--- src/rtl/i2c_slave_pkg.sv ---
// Shared types and helpers for the I2C slave transmit path.
package i2c_slave_pkg;

    localparam int unsigned MAX_W = 32;
    localparam int unsigned IDX_W = $clog2(MAX_W);

    typedef enum logic [1:0] {
        IDLE,
        SHIFT,
        ACK,
        NEXT
    } tx_state_e;

    // Reverses the low n bits of w; bits at and above n come back as zero.
    function automatic logic [MAX_W-1:0] bit_rev(input logic [MAX_W-1:0] w, input int unsigned n);
        logic [MAX_W-1:0] r;
        r = '0;
        for (int unsigned i = 0; i < MAX_W; i++) begin
            if (i < n) r[IDX_W'(n - 1 - i)] = w[IDX_W'(i)];
        end
        return r;
    endfunction

endpackage

--- src/rtl/i2c_tx_fifo.sv ---
// Word buffer feeding the transmit shifter: push/pop/flush with registered level and not-full.
module i2c_tx_fifo #(
    parameter int unsigned DATA_W = 8,
    parameter int unsigned DEPTH  = 4
) (
    input  logic                       clk_i,
    input  logic                       rst_i,
    input  logic                       push,
    input  logic [DATA_W-1:0]          push_data,
    input  logic                       pop,
    input  logic                       flush,
    output logic [DATA_W-1:0]          head,
    output logic [$clog2(DEPTH):0]     level,
    output logic                       not_full
);

    localparam int unsigned PW = $clog2(DEPTH);
    localparam int unsigned LW = PW + 1;

    logic [DATA_W-1:0] mem [DEPTH];
    logic [PW-1:0]     wr_ptr;
    logic [PW-1:0]     rd_ptr;
    logic [LW-1:0]     level_nxt;
    logic              do_push;
    logic              do_pop;

    assign do_push = push && not_full;
    assign do_pop  = pop && (level != '0);
    assign head    = mem[rd_ptr];

    always_comb begin
        level_nxt = level;
        case ({do_push, do_pop})
            2'b10:   level_nxt = level + LW'(1);
            2'b01:   level_nxt = level - LW'(1);
            default: level_nxt = level;
        endcase
    end

    always_ff @(posedge clk_i) begin
        if (do_push && !flush) mem[wr_ptr] <= push_data;
    end

    always_ff @(posedge clk_i or posedge rst_i) begin
        if (rst_i) begin
            wr_ptr   <= '0;
            rd_ptr   <= '0;
            level    <= '0;
            not_full <= 1'b1;
        end else if (flush) begin
            wr_ptr   <= '0;
            rd_ptr   <= '0;
            level    <= '0;
            not_full <= 1'b1;
        end else begin
            if (do_push) wr_ptr <= wr_ptr + PW'(1);
            if (do_pop)  rd_ptr <= rd_ptr + PW'(1);
            level    <= level_nxt;
            not_full <= (level_nxt != LW'(DEPTH));
        end
    end

endmodule

--- src/rtl/i2c_slave_tx_burst.sv ---
// I2C slave burst transmitter: serialises buffered words onto SDA in step with SCL and samples the master's ACK.
module i2c_slave_tx_burst
    import i2c_slave_pkg::*;
#(
    parameter int unsigned DATA_W      = 8,
    parameter int unsigned DEPTH       = 4,
    parameter int unsigned SYNC_STAGES = 2,
    parameter bit          LSB_FIRST   = 1'b0
) (
    input  logic                       clk_i,
    input  logic                       rst_i,
    input  logic                       scl_i,
    input  logic                       sda_i,
    input  logic                       start_i,
    input  logic                       abort_i,
    input  logic                       flush_i,
    input  logic                       wr_valid_i,
    input  logic [DATA_W-1:0]          wr_data_i,
    output logic                       wr_ready_o,
    output logic [$clog2(DEPTH):0]     level_o,
    output logic                       sda_oe_o,
    output logic                       busy_o,
    output logic                       word_done_o,
    output logic                       nack_o,
    output logic                       underflow_o
);

    localparam int unsigned CW = $clog2(DATA_W + 1);

    logic [SYNC_STAGES-1:0] scl_sync;
    logic [SYNC_STAGES-1:0] sda_sync;
    logic                   scl_d;
    logic                   scl_rise;
    logic                   scl_fall;
    logic                   sda_s;

    tx_state_e         state_q, state_d;
    logic [DATA_W-1:0] shreg_q, shreg_d;
    logic [CW-1:0]     bitcnt_q, bitcnt_d;
    logic              done_d, nack_d;
    logic              fetch, pop, empty;
    logic [DATA_W-1:0] head, load_word;

    always_ff @(posedge clk_i or posedge rst_i) begin
        if (rst_i) begin
            scl_sync <= '1;
            sda_sync <= '1;
            scl_d    <= 1'b1;
            scl_rise <= 1'b0;
            scl_fall <= 1'b0;
        end else begin
            scl_sync <= {scl_sync[SYNC_STAGES-2:0], scl_i};
            sda_sync <= {sda_sync[SYNC_STAGES-2:0], sda_i};
            scl_d    <= scl_sync[SYNC_STAGES-1];
            scl_rise <= scl_sync[SYNC_STAGES-1] & ~scl_d;
            scl_fall <= ~scl_sync[SYNC_STAGES-1] & scl_d;
        end
    end

    assign sda_s = sda_sync[SYNC_STAGES-1];

    i2c_tx_fifo #(
        .DATA_W (DATA_W),
        .DEPTH  (DEPTH)
    ) u_fifo (
        .clk_i     (clk_i),
        .rst_i     (rst_i),
        .push      (wr_valid_i),
        .push_data (wr_data_i),
        .pop       (pop),
        .flush     (flush_i),
        .head      (head),
        .level     (level_o),
        .not_full  (wr_ready_o)
    );

    // A flush in the fetch cycle makes that fetch see an empty buffer.
    assign empty = (level_o == '0) || flush_i;

    // LSB-first words are stored pre-reversed so the shifter always emits its MSB.
    assign load_word = LSB_FIRST ? DATA_W'(bit_rev(MAX_W'(head), DATA_W)) : head;

    always_comb begin
        state_d  = state_q;
        shreg_d  = shreg_q;
        bitcnt_d = bitcnt_q;
        done_d   = 1'b0;
        nack_d   = 1'b0;
        fetch    = 1'b0;
        if (abort_i) begin
            state_d = IDLE;
        end else begin
            case (state_q)
                IDLE: begin
                    if (start_i) begin
                        fetch   = 1'b1;
                        state_d = SHIFT;
                    end
                end
                SHIFT: begin
                    if (scl_rise) begin
                        bitcnt_d = bitcnt_q + CW'(1);
                    end else if (scl_fall) begin
                        if (bitcnt_q == CW'(DATA_W)) state_d = ACK;
                        else shreg_d = {shreg_q[DATA_W-2:0], 1'b1};
                    end
                end
                ACK: begin
                    if (scl_rise) begin
                        if (!sda_s) begin
                            done_d  = 1'b1;
                            fetch   = 1'b1;
                            state_d = NEXT;
                        end else begin
                            nack_d  = 1'b1;
                            state_d = IDLE;
                        end
                    end
                end
                NEXT: begin
                    if (scl_fall) state_d = SHIFT;
                end
                default: state_d = IDLE;
            endcase
            if (fetch) begin
                shreg_d  = empty ? '1 : load_word;
                bitcnt_d = '0;
            end
        end
    end

    assign pop         = fetch && !empty;
    assign underflow_o = fetch && empty;

    always_ff @(posedge clk_i or posedge rst_i) begin
        if (rst_i) begin
            state_q     <= IDLE;
            shreg_q     <= '1;
            bitcnt_q    <= '0;
            word_done_o <= 1'b0;
            nack_o      <= 1'b0;
        end else begin
            state_q     <= state_d;
            shreg_q     <= shreg_d;
            bitcnt_q    <= bitcnt_d;
            word_done_o <= done_d;
            nack_o      <= nack_d;
        end
    end

    assign sda_oe_o = (state_q == SHIFT) && !shreg_q[DATA_W-1];
    assign busy_o   = (state_q != IDLE);

endmodule

--- config.mk ---
export PLATFORM = sky130hd
export DESIGN_NAME = i2c_slave_tx_burst
export DESIGN_NICKNAME = d
export VERILOG_FILES = /design/src/rtl/i2c_slave_pkg.sv /design/src/rtl/i2c_tx_fifo.sv /design/src/rtl/i2c_slave_tx_burst.sv
export SDC_FILE = /design/constraint.sdc
export NUM_CORES = 1
export LEC_CHECK = 0
export ABC_AREA = 1
export CAP_MARGIN = 15
export CORE_ASPECT_RATIO = 1.75
export CORE_MARGIN = 2
export CORE_UTILIZATION = 60
export DETAILED_ROUTE_END_ITERATION = 12
export HOLD_SLACK_MARGIN = 0.02
export PLACE_DENSITY = 0.82
export SLEW_MARGIN = 20
export SYNTH_ARGS = -nofsm -noshare
export SYNTH_HDL_FRONTEND = slang
export SYNTH_HIERARCHICAL = 1
export SYNTH_SLANG_ARGS = --single-unit
--- constraint.sdc ---
create_clock -name clk_i -period 5.6 [get_ports clk_i]
set_input_delay 1.12 -clock clk_i [delete_from_list [all_inputs] [get_ports clk_i]]
set_output_delay 1.12 -clock clk_i [all_outputs]
set_load 0.005 [all_outputs]
# After elaboration in Yosys (flattened, before gate mapping)
# Memories as Yosys holds them, arrays and structs flattened.
# Index checks and enable logic that the tools add are counted.
# word_totals
ff_bits	31
ram_bits	32
inputBits	16
out_inout_bits	9
wordCells	101
memories	1
# memory_table
memory	depth	word_bits	read_ports	rd_clocked_by_memory_dff	write_ports	line_no	text
u_fifo.mem	4	8	1	0	1	i2c_tx_fifo.sv:20	logic [DATA_W-1:0] mem [DEPTH];
# op_classes
n_addsub	5
n_eq_ne	15
n_mux	39
n_bitwise	5
n_reduce_logical	22
# op_table
op	count
8-bit two-way mux	6
2-bit two-way mux	12
3-bit != test, second input constant	7
1-bit two-way mux	14
4-bit two-way mux	3
2-bit nonzero test	6
2-bit case mux with 4 select lines	1
2-bit equality test, second input constant	3
1-bit logical AND	6
3-bit case mux with 2 select lines	1
6-bit AND reduction	1
5-bit AND reduction	1
2-bit by 1-bit adder with 2-bit output, second input constant	2
4-bit by 1-bit adder with 4-bit output, second input constant	1
2-bit by 1-bit equality test with 1-bit output, second input constant	2
4-bit equality test, second input constant	1
2-bit by 1-bit != test with 1-bit output, second input constant	2
3-bit by 1-bit adder with 3-bit output, second input constant	1
1-bit zero test	3
3-bit zero test	1
3-bit two-way mux	1
1-bit inverter	3
3-bit AND reduction	1
3-bit nonzero test	1
other kinds (5)	6

# Depth between registers and ports, before layout
# depth
ltp_word	11
ltp_mapped	17

# Hierarchy
# Netlist, hierarchy kept.
# modules_own_cells
mod	instances	cells_each	area_each_um2	seq_area_each_um2
i2c_tx_fifo	1	146	1737.9	1162.4
i2c_slave_tx_burst	1	159	1270.0	591.8

# Worst setup path after synthesis
# Ideal clock, no wire load.
# synth_timing
path_type	input port to flip-flop
startpoint	input port flush_i
endpoint	register u_fifo.not_full
setup_ps	66
t_arrival_ps	2569
required_time_ps	5534
setup_slack_ps	2965
cell_stages	11
path_buffers	0
path_cell_list	clkinv_1 -> nand2_1 -> nor2_1 -> nand2_1 -> inv_1 -> ha_1 -> inv_1 -> fa_1 -> o21ai_0 -> nor2_1 -> nand4_1
# synth_between
elab_chain_cells	8
word_cells_on_any_way	9
cone_classes	eq/ne: 3; mux: 2; reduce/logical: 4
# synth_lines
element	line_no	text
from (decl)	i2c_slave_tx_burst.sv:16	input logic flush_i,
1-bit logical OR (*)	i2c_slave_tx_burst.sv:78	assign empty = (level_o == '0) || flush_i;
1-bit zero test (*)	i2c_slave_tx_burst.sv:132	assign pop = fetch && !empty;
1-bit logical AND (*)	i2c_slave_tx_burst.sv:132	
via pop	i2c_slave_tx_burst.sv:41	logic fetch, pop, empty;
1-bit logical AND (*)	i2c_tx_fifo.sv:28	assign do_pop = pop && (level != '0);
2-bit by 1-bit equality test with 1-bit output or 2-bit equality test (tied branches)	i2c_tx_fifo.sv:33	case ({do_push, do_pop})
3-bit case mux with 2 select lines (*)	i2c_tx_fifo.sv:33	
3-bit != test (*)	i2c_tx_fifo.sv:59	not_full <= (level_nxt != LW'(DEPTH));
1-bit two-way mux (*)	i2c_tx_fifo.sv:50	end else if (flush) begin
to (signal assigned)	i2c_tx_fifo.sv:59	
to (decl)	i2c_tx_fifo.sv:14	output logic not_full
# The timed path passes the listed nets; every way through them passes the cells marked *.
# A chain may end at the register's enable or synchronous reset.

# Final worst setup path
# layout_timing
startpoint	input port flush_i
endpoint	output port underflow_o
# layout_between
elab_chain_cells	2
# layout_lines
element	line_no	text
1-bit logical OR	i2c_slave_tx_burst.sv:78	
1-bit logical AND	i2c_slave_tx_burst.sv:133	assign underflow_o = fetch && empty;
to (decl)	i2c_slave_tx_burst.sv:25	output logic underflow_o
# Every way passes these cells.

==> results.yml <==
outcome:
  status: "finished clean"
grt:
  grt_pass1_vias: 2081
  met1_usage_pct: 22.4
  grt_pass1_wl_um: 9030
  grt-busiest-layer: "met2"
  overflow: 0
  track_usage_pct: 21.7
  grt_max_degree: 24
  use_met2_pct: 36.9
  antenna_found_initial: 0
  use_met3_pct: 5.33
timing:
  rsz0062_at_grt: "no"
  slew_viol_final: 0
  setup_violations: 0
  slew_headroom_pct: 43.6
  skew_ns: 0.00572
  fin_setup_tns_ns: 0
  whs_ns: 0.358
  fin_crit_ns: 3.80
  finalCritPeriodShare_pct: 67.8
  tightest_slew_ns: 0.842
  fmax_mhz: 263
  finalHoldViolCount: 0
layout:
  drive_gt1_share_pct: 13.0
  nNetsFinal: 362
  mostFrequentLayoutCell: "nand2_1"
  fin_area_um2: 3420
  syn_to_final_growth_pct: 13.6
  antennaDiodeCount: 0
  fin_util_pct: 69.8
  final_cell_mix: "nand2_1, inv_1, nor2_1"
die:
  dieWidth_um: 57.5
  start_util_pct: 61.5
  rows: 34
  pin_count: 25
  coreArea_um2: 4890
  die_h_um: 97.7
  die_area_um2: 5620
clock_network:
  cts_tree: "built"
  clockBufferDepth: 2
  clockRootBuffer: "clkbuf_8"
  cts.sinks: 63
  cts_max_level: 3
  path_clk_slew_ns: 0.07
  clk_latency_ns: 0.34
  postCtsHoldBufs: 0
  numCtsBuffers: 9
  post_cts_buffers: 0
  cts_resized: 0
logic_synthesis:
  synth-main-ff-cell: "edfxtp_1"
  yosysUniqueCellTypes: 31
  syn_inst: 305
  synth_area_per_cell_um2: 9.86
  ys_ff_latch: 63
  synth_area_leaders: "edfxtp_1, dfrtp_1, dfstp_2"
  synth_top_cell_area_share_pct: 31.9
  synthArstFlopShare_pct: 49.2
  synth-seq-area-share_pct: 58.3
  syn_area_um2: 3010
  synth_edf_count: 32
  syn_nets: 333
  yosysTopAreaCell: "edfxtp_1"
  synth_warnings: 6
placement:
  dpl-instance-area_um2: 3240
  gp_congestion: 0.839
  numPortBuffers: 24
  dp_hpwl_um: 3850
hold_path:
  holdPathStages: 0
  whs_endpoint: "scl_sync[1]$_DFF_PP1_"
  hp-start: "scl_sync[0]$_DFF_PP1_"
  min_path_type: "flip-flop to flip-flop"
routing:
  postRouteAntennaNets: 0
  routed_wl_um: 5390
  via_per_inst: 5.33
  drt_iter0_drc: 80
  drc: 0
  avgRoutedWirePerCell_um: 13.7
  dr_total_vias: 2096
  firstDrtPassIters: 5
worst_setup_path:
  reg2reg_to: "u_fifo/not_full$_DFF_PP1_"
  startpoint_type: "primary input"
  cp.required_ns: 4.48
  crit_type: "primary input to primary output"
  endpoint_kind: "primary output"
  worstRegToRegCells: 14
  critical_path_arrival_ns: 2.68
  r2r_start: "state_q[0]$_DFFE_PP0P_"
  crit_fanout: 9
  r2r_setup_slack_ns: 2.95
power_and_ir_drop:
  powerDensity_nw_per_um2: 346
  p_leak_nw: 1.50
  ir_worst_vdd_v: 0.000320
flow_run:
  drv_cap: 0
synth_stat cells (2+ instances only):
cell type,number
dfstp_2,14
dfrtp_1,17
nand3_1,19
nand3b_1,2
nor2_1,35
nand3_2,3
buf_6,2
nand2_4,3
o22ai_1,8
edfxtp_1,32
ha_1,11
nand4_1,3
nand2_1,66
o21ai_1,3
inv_2,2
o21ai_0,20
inv_1,44
o21ai_2,4
a21oi_1,5
critical path: stages:
cell,delay (ns)
clkdlybuf4s50_1,0.54
clkinv_1,0.25
a21oi_1,0.24
clkdlybuf4s50_1,0.53
per-stage QoR:
| stage | total power, mW | setup WS, ns | cells |
|---|---|---|---|
| 3_3_place_gp | 0.839 | 1.86 | 377 |
| 3_5_place_dp | 0.847 | 1.83 | 377 |
| 5_1_grt | 1.26 | 1.74 | 393 |
| 6_report | 1.18 | 1.80 | 393 |
| 2_1_floorplan | 0.772 | 2.96 | 305 |
| 4_1_cts | 1.19 | 1.81 | 393 |
area by class of cell:
class	count	area [µm²]
inverters	48	188
repair buffers	24	240
flip-flops and latches	63	1750
clock inverters	7	48.8
multi-input cells	188	993
fillers	358	1480
well taps	54	67.6
clock buffers	9	124
report_power, final:
group / internal, mW / leakage (nW) / total [mW] / switching [mW]
combinational: 0.100 / 0.743 / 0.251 / 0.150
clock: 0.161 / 0.0894 / 0.343 / 0.182
sequential: 0.558 / 0.668 / 0.587 / 0.0293
total: 0.819 / 1.50 / 1.18 / 0.362
state kept, by name, indices dropped and copies added, names as in the netlist:
name,flops
word_done_o,1
scl_d,1
sda_sync,2
scl_rise,1
u_fifo/mem,32
scl_fall,1
shreg_q,8
u_fifo/wr_ptr,2
u_fifo/rd_ptr,2
state_q,2
scl_sync,2
u_fifo/level,3
nack_o,1
u_fifo/not_full,1
bitcnt_q,4
metal layers:
layer,up-vias,share of wire (%)
met1,994,38
li1,1049,-
met4,0,3.0
met5,-,0
met3,13,3.2
met2,40,56
worst max-delay path by stage:
| stage | startpoint | end | slack (ns) | depth (start not counted) |
|---|---|---|---|---|
| floorplan | flush_i | u_fifo/not_full$_DFF_PP1_ | 2.96 | 11 |
| global placement | flush_i | underflow_o | 1.86 | 4 |
| detailed placement | flush_i | underflow_o | 1.83 | 4 |
| CTS | flush_i | underflow_o | 1.81 | 4 |
| global route | flush_i | underflow_o | 1.74 | 4 |
| finish | flush_i | underflow_o | 1.80 | 4 |
logic make-up (layout without fill, tap and decap cells):
logic type	count (synthesis)	count (layout)	synth area share [%]
simple gates	132	132	19.2
flops	63	63	58.3
buf+inv	54	88	8.65
compound gates	42	42	7.99
fa+ha+maj	12	12	5.24
xor+xnor	2	2	0.582
No activity file was read; power rests on OpenSTA's default activity.
